$ cat src/rtl/riscv_alu_tag_pipe_if.sv
// Handshake and data bundle for the DIFT tag ALU.
// slave is the ALU view; master is the producer/consumer view.
interface riscv_alu_tag_pipe_if #(
   parameter int TAG_WIDTH  = 4,
   parameter int MODE_WIDTH = 2,
   parameter int CNT_WIDTH  = 8
);
   logic                  valid_i;
   logic                  ready_o;
   logic [MODE_WIDTH-1:0] operator_i;
   logic [TAG_WIDTH-1:0]  operand_a_i;
   logic [TAG_WIDTH-1:0]  operand_b_i;
   logic                  check_en_i;
   logic [TAG_WIDTH-1:0]  check_mask_i;
   logic                  valid_o;
   logic                  ready_i;
   logic [TAG_WIDTH-1:0]  result_o;
   logic                  rf_enable_tag_o;
   logic                  pc_enable_tag_o;
   logic                  exception_o;
   logic                  trap_o;
   logic                  trap_clear_i;
   logic [CNT_WIDTH-1:0]  viol_count_o;

   modport slave (
      input  valid_i, operator_i, operand_a_i, operand_b_i,
      input  check_en_i, check_mask_i, ready_i, trap_clear_i,
      output ready_o, valid_o, result_o, rf_enable_tag_o,
      output pc_enable_tag_o, exception_o, trap_o, viol_count_o
   );

   modport master (
      output valid_i, operator_i, operand_a_i, operand_b_i,
      output check_en_i, check_mask_i, ready_i, trap_clear_i,
      input  ready_o, valid_o, result_o, rf_enable_tag_o,
      input  pc_enable_tag_o, exception_o, trap_o, viol_count_o
   );
endinterface

$ cat src/rtl/riscv_alu_tag_pipe.sv
// DIFT tag ALU: one registered stage, policy check,
// trap FSM and saturating violation counter.
module riscv_alu_tag_pipe #(
   parameter int TAG_WIDTH  = 4,
   parameter int MODE_WIDTH = 2,
   parameter int CNT_WIDTH  = 8
) (
   input  logic                clk,
   input  logic                rst_n,
   riscv_alu_tag_pipe_if.slave bus
);
   typedef enum logic {RUN, TRAP} state_e;

   state_e                state_q, state_d;
   logic [TAG_WIDTH-1:0]  res_d, res_q;
   logic                  en_d, en_q;
   logic                  exc_q, valid_q;
   logic [CNT_WIDTH-1:0]  cnt_q;
   logic                  is_and, is_or, is_clr;
   logic                  ready, accept, viol;

   assign is_and = bus.operator_i == MODE_WIDTH'(1);
   assign is_or  = bus.operator_i == MODE_WIDTH'(2);
   assign is_clr = bus.operator_i == MODE_WIDTH'(3);

   always_comb begin
      res_d = '0;
      en_d  = 1'b0;
      unique case (1'b1)
         is_and: begin
            res_d = bus.operand_a_i & bus.operand_b_i;
            en_d  = 1'b1;
         end
         is_or: begin
            res_d = bus.operand_a_i | bus.operand_b_i;
            en_d  = 1'b1;
         end
         is_clr: en_d = 1'b1;
         default: ;
      endcase
   end

   // en_d doubles as "mode is not OLD"
   assign viol   = bus.check_en_i && en_d &&
                   (|(res_d & bus.check_mask_i));
   assign ready  = (state_q == RUN) &&
                   (!valid_q || bus.ready_i);
   assign accept = bus.valid_i && ready;

   always_comb begin
      state_d = state_q;
      unique case (state_q)
         RUN:     if (accept && viol) state_d = TRAP;
         TRAP:    if (bus.trap_clear_i) state_d = RUN;
         default: state_d = RUN;
      endcase
   end

   always_ff @(posedge clk or negedge rst_n) begin
      if (!rst_n) begin
         state_q <= RUN;
         valid_q <= 1'b0;
         res_q   <= '0;
         en_q    <= 1'b0;
         exc_q   <= 1'b0;
         cnt_q   <= '0;
      end else begin
         state_q <= state_d;
         if (accept) begin
            valid_q <= 1'b1;
            res_q   <= res_d;
            en_q    <= en_d;
            exc_q   <= viol;
         end else if (bus.ready_i) begin
            valid_q <= 1'b0;
         end
         if (accept && viol && (cnt_q != {CNT_WIDTH{1'b1}}))
            cnt_q <= cnt_q + CNT_WIDTH'(1);
      end
   end

   assign bus.ready_o         = ready;
   assign bus.valid_o         = valid_q;
   assign bus.result_o        = res_q;
   assign bus.rf_enable_tag_o = valid_q && en_q;
   assign bus.pc_enable_tag_o = valid_q && en_q;
   assign bus.exception_o     = valid_q && exc_q;
   assign bus.trap_o          = (state_q == TRAP);
   assign bus.viol_count_o    = cnt_q;
endmodule
$ cat src/flat_wrapper.sv
// flat-port wrapper written by rule: the top's interface ports become plain ports
module riscv_alu_tag_pipe_flat 
#(
   parameter int TAG_WIDTH  = 4,
   parameter int MODE_WIDTH = 2,
   parameter int CNT_WIDTH  = 8
)
  (clk, rst_n, bus_valid_i, bus_operator_i, bus_operand_a_i, bus_operand_b_i, bus_check_en_i, bus_check_mask_i, bus_ready_i, bus_trap_clear_i, bus_ready_o, bus_valid_o, bus_result_o, bus_rf_enable_tag_o, bus_pc_enable_tag_o, bus_exception_o, bus_trap_o, bus_viol_count_o);
  riscv_alu_tag_pipe_if #(.TAG_WIDTH(TAG_WIDTH), .MODE_WIDTH(MODE_WIDTH), .CNT_WIDTH(CNT_WIDTH)) bus_i ();
  input  logic clk;
  input  logic rst_n;
  input wire logic [$bits(bus_i.valid_i)-1:0] bus_valid_i;
  input wire logic [$bits(bus_i.operator_i)-1:0] bus_operator_i;
  input wire logic [$bits(bus_i.operand_a_i)-1:0] bus_operand_a_i;
  input wire logic [$bits(bus_i.operand_b_i)-1:0] bus_operand_b_i;
  input wire logic [$bits(bus_i.check_en_i)-1:0] bus_check_en_i;
  input wire logic [$bits(bus_i.check_mask_i)-1:0] bus_check_mask_i;
  input wire logic [$bits(bus_i.ready_i)-1:0] bus_ready_i;
  input wire logic [$bits(bus_i.trap_clear_i)-1:0] bus_trap_clear_i;
  output wire logic [$bits(bus_i.ready_o)-1:0] bus_ready_o;
  output wire logic [$bits(bus_i.valid_o)-1:0] bus_valid_o;
  output wire logic [$bits(bus_i.result_o)-1:0] bus_result_o;
  output wire logic [$bits(bus_i.rf_enable_tag_o)-1:0] bus_rf_enable_tag_o;
  output wire logic [$bits(bus_i.pc_enable_tag_o)-1:0] bus_pc_enable_tag_o;
  output wire logic [$bits(bus_i.exception_o)-1:0] bus_exception_o;
  output wire logic [$bits(bus_i.trap_o)-1:0] bus_trap_o;
  output wire logic [$bits(bus_i.viol_count_o)-1:0] bus_viol_count_o;
  assign bus_i.valid_i = bus_valid_i;
  assign bus_i.operator_i = bus_operator_i;
  assign bus_i.operand_a_i = bus_operand_a_i;
  assign bus_i.operand_b_i = bus_operand_b_i;
  assign bus_i.check_en_i = bus_check_en_i;
  assign bus_i.check_mask_i = bus_check_mask_i;
  assign bus_i.ready_i = bus_ready_i;
  assign bus_i.trap_clear_i = bus_trap_clear_i;
  assign bus_ready_o = bus_i.ready_o;
  assign bus_valid_o = bus_i.valid_o;
  assign bus_result_o = bus_i.result_o;
  assign bus_rf_enable_tag_o = bus_i.rf_enable_tag_o;
  assign bus_pc_enable_tag_o = bus_i.pc_enable_tag_o;
  assign bus_exception_o = bus_i.exception_o;
  assign bus_trap_o = bus_i.trap_o;
  assign bus_viol_count_o = bus_i.viol_count_o;
  riscv_alu_tag_pipe #(.TAG_WIDTH(TAG_WIDTH), .MODE_WIDTH(MODE_WIDTH), .CNT_WIDTH(CNT_WIDTH)) u_core (.clk(clk), .rst_n(rst_n), .bus(bus_i));
endmodule
$ cat config.mk
export PLATFORM = sky130hd
export DESIGN_NAME = riscv_alu_tag_pipe_flat
export DESIGN_NICKNAME = d
export VERILOG_FILES = /design/src/rtl/riscv_alu_tag_pipe_if.sv /design/src/rtl/riscv_alu_tag_pipe.sv /design/src/flat_wrapper.sv
export SDC_FILE = /design/constraint.sdc
export NUM_CORES = 1
export LEC_CHECK = 0
export ABC_AREA = 1
export CORE_UTILIZATION = 46
export CTS_CLUSTER_SIZE = 24
export DETAILED_ROUTE_END_ITERATION = 12
export PLACE_DENSITY = 0.83
export SETUP_SLACK_MARGIN = 0.4
export SYNTH_ARGS = -nofsm -noshare
export SYNTH_HDL_FRONTEND = slang
export SYNTH_SLANG_ARGS = --single-unit
$ cat constraint.sdc
create_clock -name clk -period 4.01 [get_ports clk]
set_input_delay 0.6015 -clock clk [delete_from_list [all_inputs] [get_ports clk]]
set_output_delay 0.6015 -clock clk [all_outputs]
set_load 0.01 [all_outputs]
Word level (Yosys, flattened, before mapping):

Cells that the tools add are included.

* bits in registers: 16
* input bits: 20
* output and inout bits: 18
* word-level logic and storage cells: 35

* add/sub/neg operators: 1
* equality and inequality tests: 4
* mux-type cells: 7
* bitwise operators: 4
* reduce and logical (&&, ||, !) cells: 13

Operators with widths (number)
* $add A8 B1 Y8 const B: 1
* $and A4 B4 Y4: 2
* $logic_and A1 B1 Y1: 8
* $ne A8 B8 Y1 const B: 1
* $pmux W4 S2: 1
* $mux W1: 5
* $eq A2 B2 Y1 const B: 2
* $or A4 B4 Y4: 1
* $reduce_or A4 Y1: 1
* $reduce_or A3 Y1: 1
* $eq A2 B1 Y1 const B: 1
* $pmux W1 S2: 1
* $reduce_bool A2 Y1: 1
* $logic_not A1 Y1: 1
* $logic_or A1 B1 Y1: 1
* $not A1 Y1: 1

Logic depth before layout (Yosys ltp):

* depth after elaboration: 8
* mapped depth: 11
* depth with buffers taken out: 11

Worst setup path before layout:

No wires, ideal clock.

* path kind: input to register
* from: input port bus_operator_i[0]
* to: register u_core.cnt_q[2] (netlist: u_core.bus.viol_count_o[2])
* library setup time: 0.066 ns
* data arrival time: 1.666 ns
* required time: 3.944 ns
* setup slack: 2.279 ns
* cell stages on the path: 9
* buffers on the path: 1
* cell sequence: inv_1 ha_1 buf_2 nand4_1 nand2_1 nor2_1 nor2_1 nand4_1 nand2_1

* longest elaborated chain between the ends: 7
* elaborated cells between the ends (all ways): 12
* classes of those cells: eq/ne (3); mux (2); bitwise (1); reduce/logical (6)

RTL lines
* from (decl): line flat_wrapper.sv:13 `input wire logic [$bits(bus_i.operator_i)-1:0] bus_operator_i;`
* $eq A2 B2 Y1, or another cell as far along: line riscv_alu_tag_pipe.sv:23 `assign is_or = bus.operator_i == MODE_WIDTH'(2);`
* $pmux W4 S2 or $reduce_or A3 Y1 (tied branches)
* $and A4 B4 Y4 or $mux W1 (tied branches): line riscv_alu_tag_pipe.sv:45, riscv_alu_tag_pipe.sv:29
* $reduce_or A4 Y1 or $logic_and A1 B1 Y1 (tied branches): line riscv_alu_tag_pipe.sv:45, riscv_alu_tag_pipe.sv:44
* $logic_and A1 B1 Y1 *: line riscv_alu_tag_pipe.sv:44 `assign viol = bus.check_en_i && en_d &&`
* $logic_and A1 B1 Y1 * (2 in series): line riscv_alu_tag_pipe.sv:77 `if (accept && viol && (cnt_q != {CNT_WIDTH{1'b1}}))`
* to (signal assigned): line riscv_alu_tag_pipe.sv:78 `cnt_q <= cnt_q + CNT_WIDTH'(1);`
* to (decl): line riscv_alu_tag_pipe.sv:18 `logic [CNT_WIDTH-1:0] cnt_q;`

Mark *: on every way between the ends. The rest lies on a longest branch, timed or not.
A chain may end at the register's enable or synchronous reset.

Worst setup path in the final report:

* from: input port bus_ready_i
* to: output port bus_ready_o

* longest elaborated chain between the ends: 2

RTL lines
* from (decl): line flat_wrapper.sv:18 `input wire logic [$bits(bus_i.ready_i)-1:0] bus_ready_i;`
* $logic_or A1 B1 Y1: line riscv_alu_tag_pipe.sv:47 `(!valid_q || bus.ready_i);`
* $logic_and A1 B1 Y1: line riscv_alu_tag_pipe.sv:46 `assign ready = (state_q == RUN) &&`
* to (decl): line flat_wrapper.sv:20 `output wire logic [$bits(bus_i.ready_o)-1:0] bus_ready_o;`

Every way passes these cells.

==> reports/metrics.cfg <==
[outcome]
status=finished clean

[grt]
grt_start_max_net_pins=17
gr-total-overflow=0
first_global_vias=920
antenna_found_initial=0
grt_first_pass_wirelength_um=4119
track_usage=0.2307

[floorplanning]
start_util=0.5012
die_y_um=48.71
ioPinCount=38
core_area_um2=2002
num_rows=16
dieArea_um2=2372
die_width_um=48.71

[clock_tree]
cts_tree=yes
clock-root-buffer=clkbuf_4
clk_pin_slew_ps=90
cts_buffers=3
clk_latency_ps=300
hold_buffers=0
ctsResizeCount=0
postCtsSetupBuffers=0
clock_sinks=16
cts_buffer_depth=2
htreeDepth=1

[synthesis]
synth_flop_cell=dfrtp_1
yosysMostFrequentCell=nand2_1
synth_nets=160
synth_cells=136
netlist_top_cells_count=50 x nand2_1, 17 x inv_1, 16 x dfrtp_1
synth_top_area_frac=0.3990
ys_warn_count=0
ys_ff_latch=16
yosysTopAreaCell=dfrtp_1
syn_area_per_cell_um2=7.378
ys_top_cells_by_area=dfrtp_1 40%, nand2_1 19%, inv_1 6.4%, nand4_1 6.2%, ha_1 5.0%
synth.distinct_cells=20
synth_seq_area_share=0.3990
syn_area_um2=1003
synth_enable_flop_cells=0
async_reset_ff_frac=1.000

[worst_setup_path]
crit_fanout=2
cp-startpoint=bus_ready_i
startpoint_type=primary input
cp_common_cell=clkdlybuf4s50_1
worstSetupPathType=in -> out
r2r_cells=10
required_ps=3410
crit_slowest_cell=clkdlybuf4s50_1
end_kind=primary output
critPathMaxStageDelay_ps=540
crit_chain=clkdlybuf4s50_1, nor2_1, nor2_2, clkdlybuf4s50_1
rr_startpoint=u_core.bus.valid_o
arrival_ps=1800

[final_layout]
seq_area_um2=400.4
multiInputGateArea_um2=508.0
final_core_util=0.7075
syn_to_final_growth_pct=41.15
fillers=160
num_antenna_cells=0
drive_gt1_frac=0.04624
nets=198

[routing]
vias=1018
drc=0
post_drt_wl_per_cell_um=12.37
wl_um=2473
drt-initial-drc-count=26
antenna_left=0
vias_per_cell=5.090
dr.pass1.iters=4

[placed_design]
portBuffers=37
routabilityCongestion=0.8656
place_hpwl_um=1955

[worst_hold_path]
worstHoldPathCells=2
hold_path.class=reg -> reg
min-delay-start=u_core.bus.result_o[3]

[sta]
setup_viol=0
fin_crit_sh=0.5995
hold_viol=0
finalSetupTns_ps=0
worst_pin_slew_ps=685.7
clock.fmax_ghz=0.4160
slew_viol_final=0
max_slew_margin=0.5414
fin_worst_skew_ps=6.747
min_period_ps=2404
rsz0062_at_grt=false

[pwr]
p_per_area_nw_per_um2=313.3
p_leak_nw=0.7139
power_mw=0.4438
ir_worst_vdd_mv=0.2182

[run]
drv_cap=0

-- cell type report --
class / instances / area share
Timing Repair Buffer: 37 / 0.2615
Tap cell: 27 / 0.02385
Inverter: 18 / 0.04770
Multi-Input combinational cell: 98 / 0.3587
Clock buffer: 4 / 0.02562
Sequential cell: 16 / 0.2827
-- power breakdown --
| group | total, mW | switching (mW) | internal (mW) |
|---|---|---|---|
| clock | 0.109 | 0.0533 | 0.0555 |
| sequential | 0.199 | 0.0186 | 0.180 |
| combinational | 0.136 | 0.0626 | 0.0737 |
| total | 0.444 | 0.135 | 0.309 |
-- state kept, by name (all words and copies together) (netlist names) --
register,cells
u_core.bus.result_o,4
u_core.bus.viol_count_o,8
u_core.bus.trap_o,1
u_core.bus.valid_o,1
u_core.exc_q,1
u_core.en_q,1
-- metrics by stage --
stage	hold WS (ps)	setup slack (ps)	cells	cell area, um2
6_report	492.6	1606	200	1416
5_1_grt	514.5	1562	200	1416
4_1_cts	496.2	1614	200	1416
3_5_place_dp	473.8	1556	196	1380
3_3_place_gp	468.6	1658	196	1380
2_1_floorplan	305.9	2279	136	1003
-- placed cells by master (no fill, tap or decap) --
cell type and count:
nor2_1 6, or3_1 1, ha_1 4, nand4_4 1, nand2_1 50, xnor2_1 2, o21ai_0 7, clkbuf_4 3
nand3_1 8, xor2_1 4, nand4_1 10, inv_2 1, clkdlybuf4s50_1 37, nand3b_1 1, inv_1 17, nor2_2 2
dfrtp_1 16, nor3_1 2, clkbuf_8 1
-- metal layers --
| metal | track usage | wire length (um) | vias to the layer above |
|---|---|---|---|
| li1 | - | - | 505 |
| met1 | 0.2727 | 1056 | 462 |
| met2 | 0.4028 | 1225 | 46 |
| met3 | 0.05346 | 151 | 5 |
| met4 | 0.08824 | 38 | 0 |
| met5 | 0 | 0 | - |
-- worst max-delay path, delay by kind of cell --
family | cells | cell delay [ps]
buf+inv | 2 | 1030
simple gates | 2 | 170
-- final timing paths --
path / to / slack [ps]
min in group asynchronous: u_core.bus.viol_count_o[0] / 710
max in group asynchronous: u_core.exc_q / 2860
hold / removal: u_core.bus.result_o[3] / 490
setup / recovery: bus_ready_o / 1610
setup reg to reg: u_core.bus.viol_count_o[1] / 2310
hold reg to reg: u_core.bus.result_o[3] / 490
-- kinds of logic (layout without fill, tap and decap cells) --
| kind of cell | Yosys count | after routing | share of synthesized area |
|---|---|---|---|
| simple gates | 81 | 81 | 0.3691 |
| buf+inv | 22 | 59 | 0.09475 |
| flops | 16 | 16 | 0.3990 |
| compound gates | 7 | 7 | 0.03491 |
| xor+xnor | 6 | 6 | 0.05237 |
| fa+ha+maj | 4 | 4 | 0.04988 |
No activity file was read; power rests on OpenSTA's default activity.
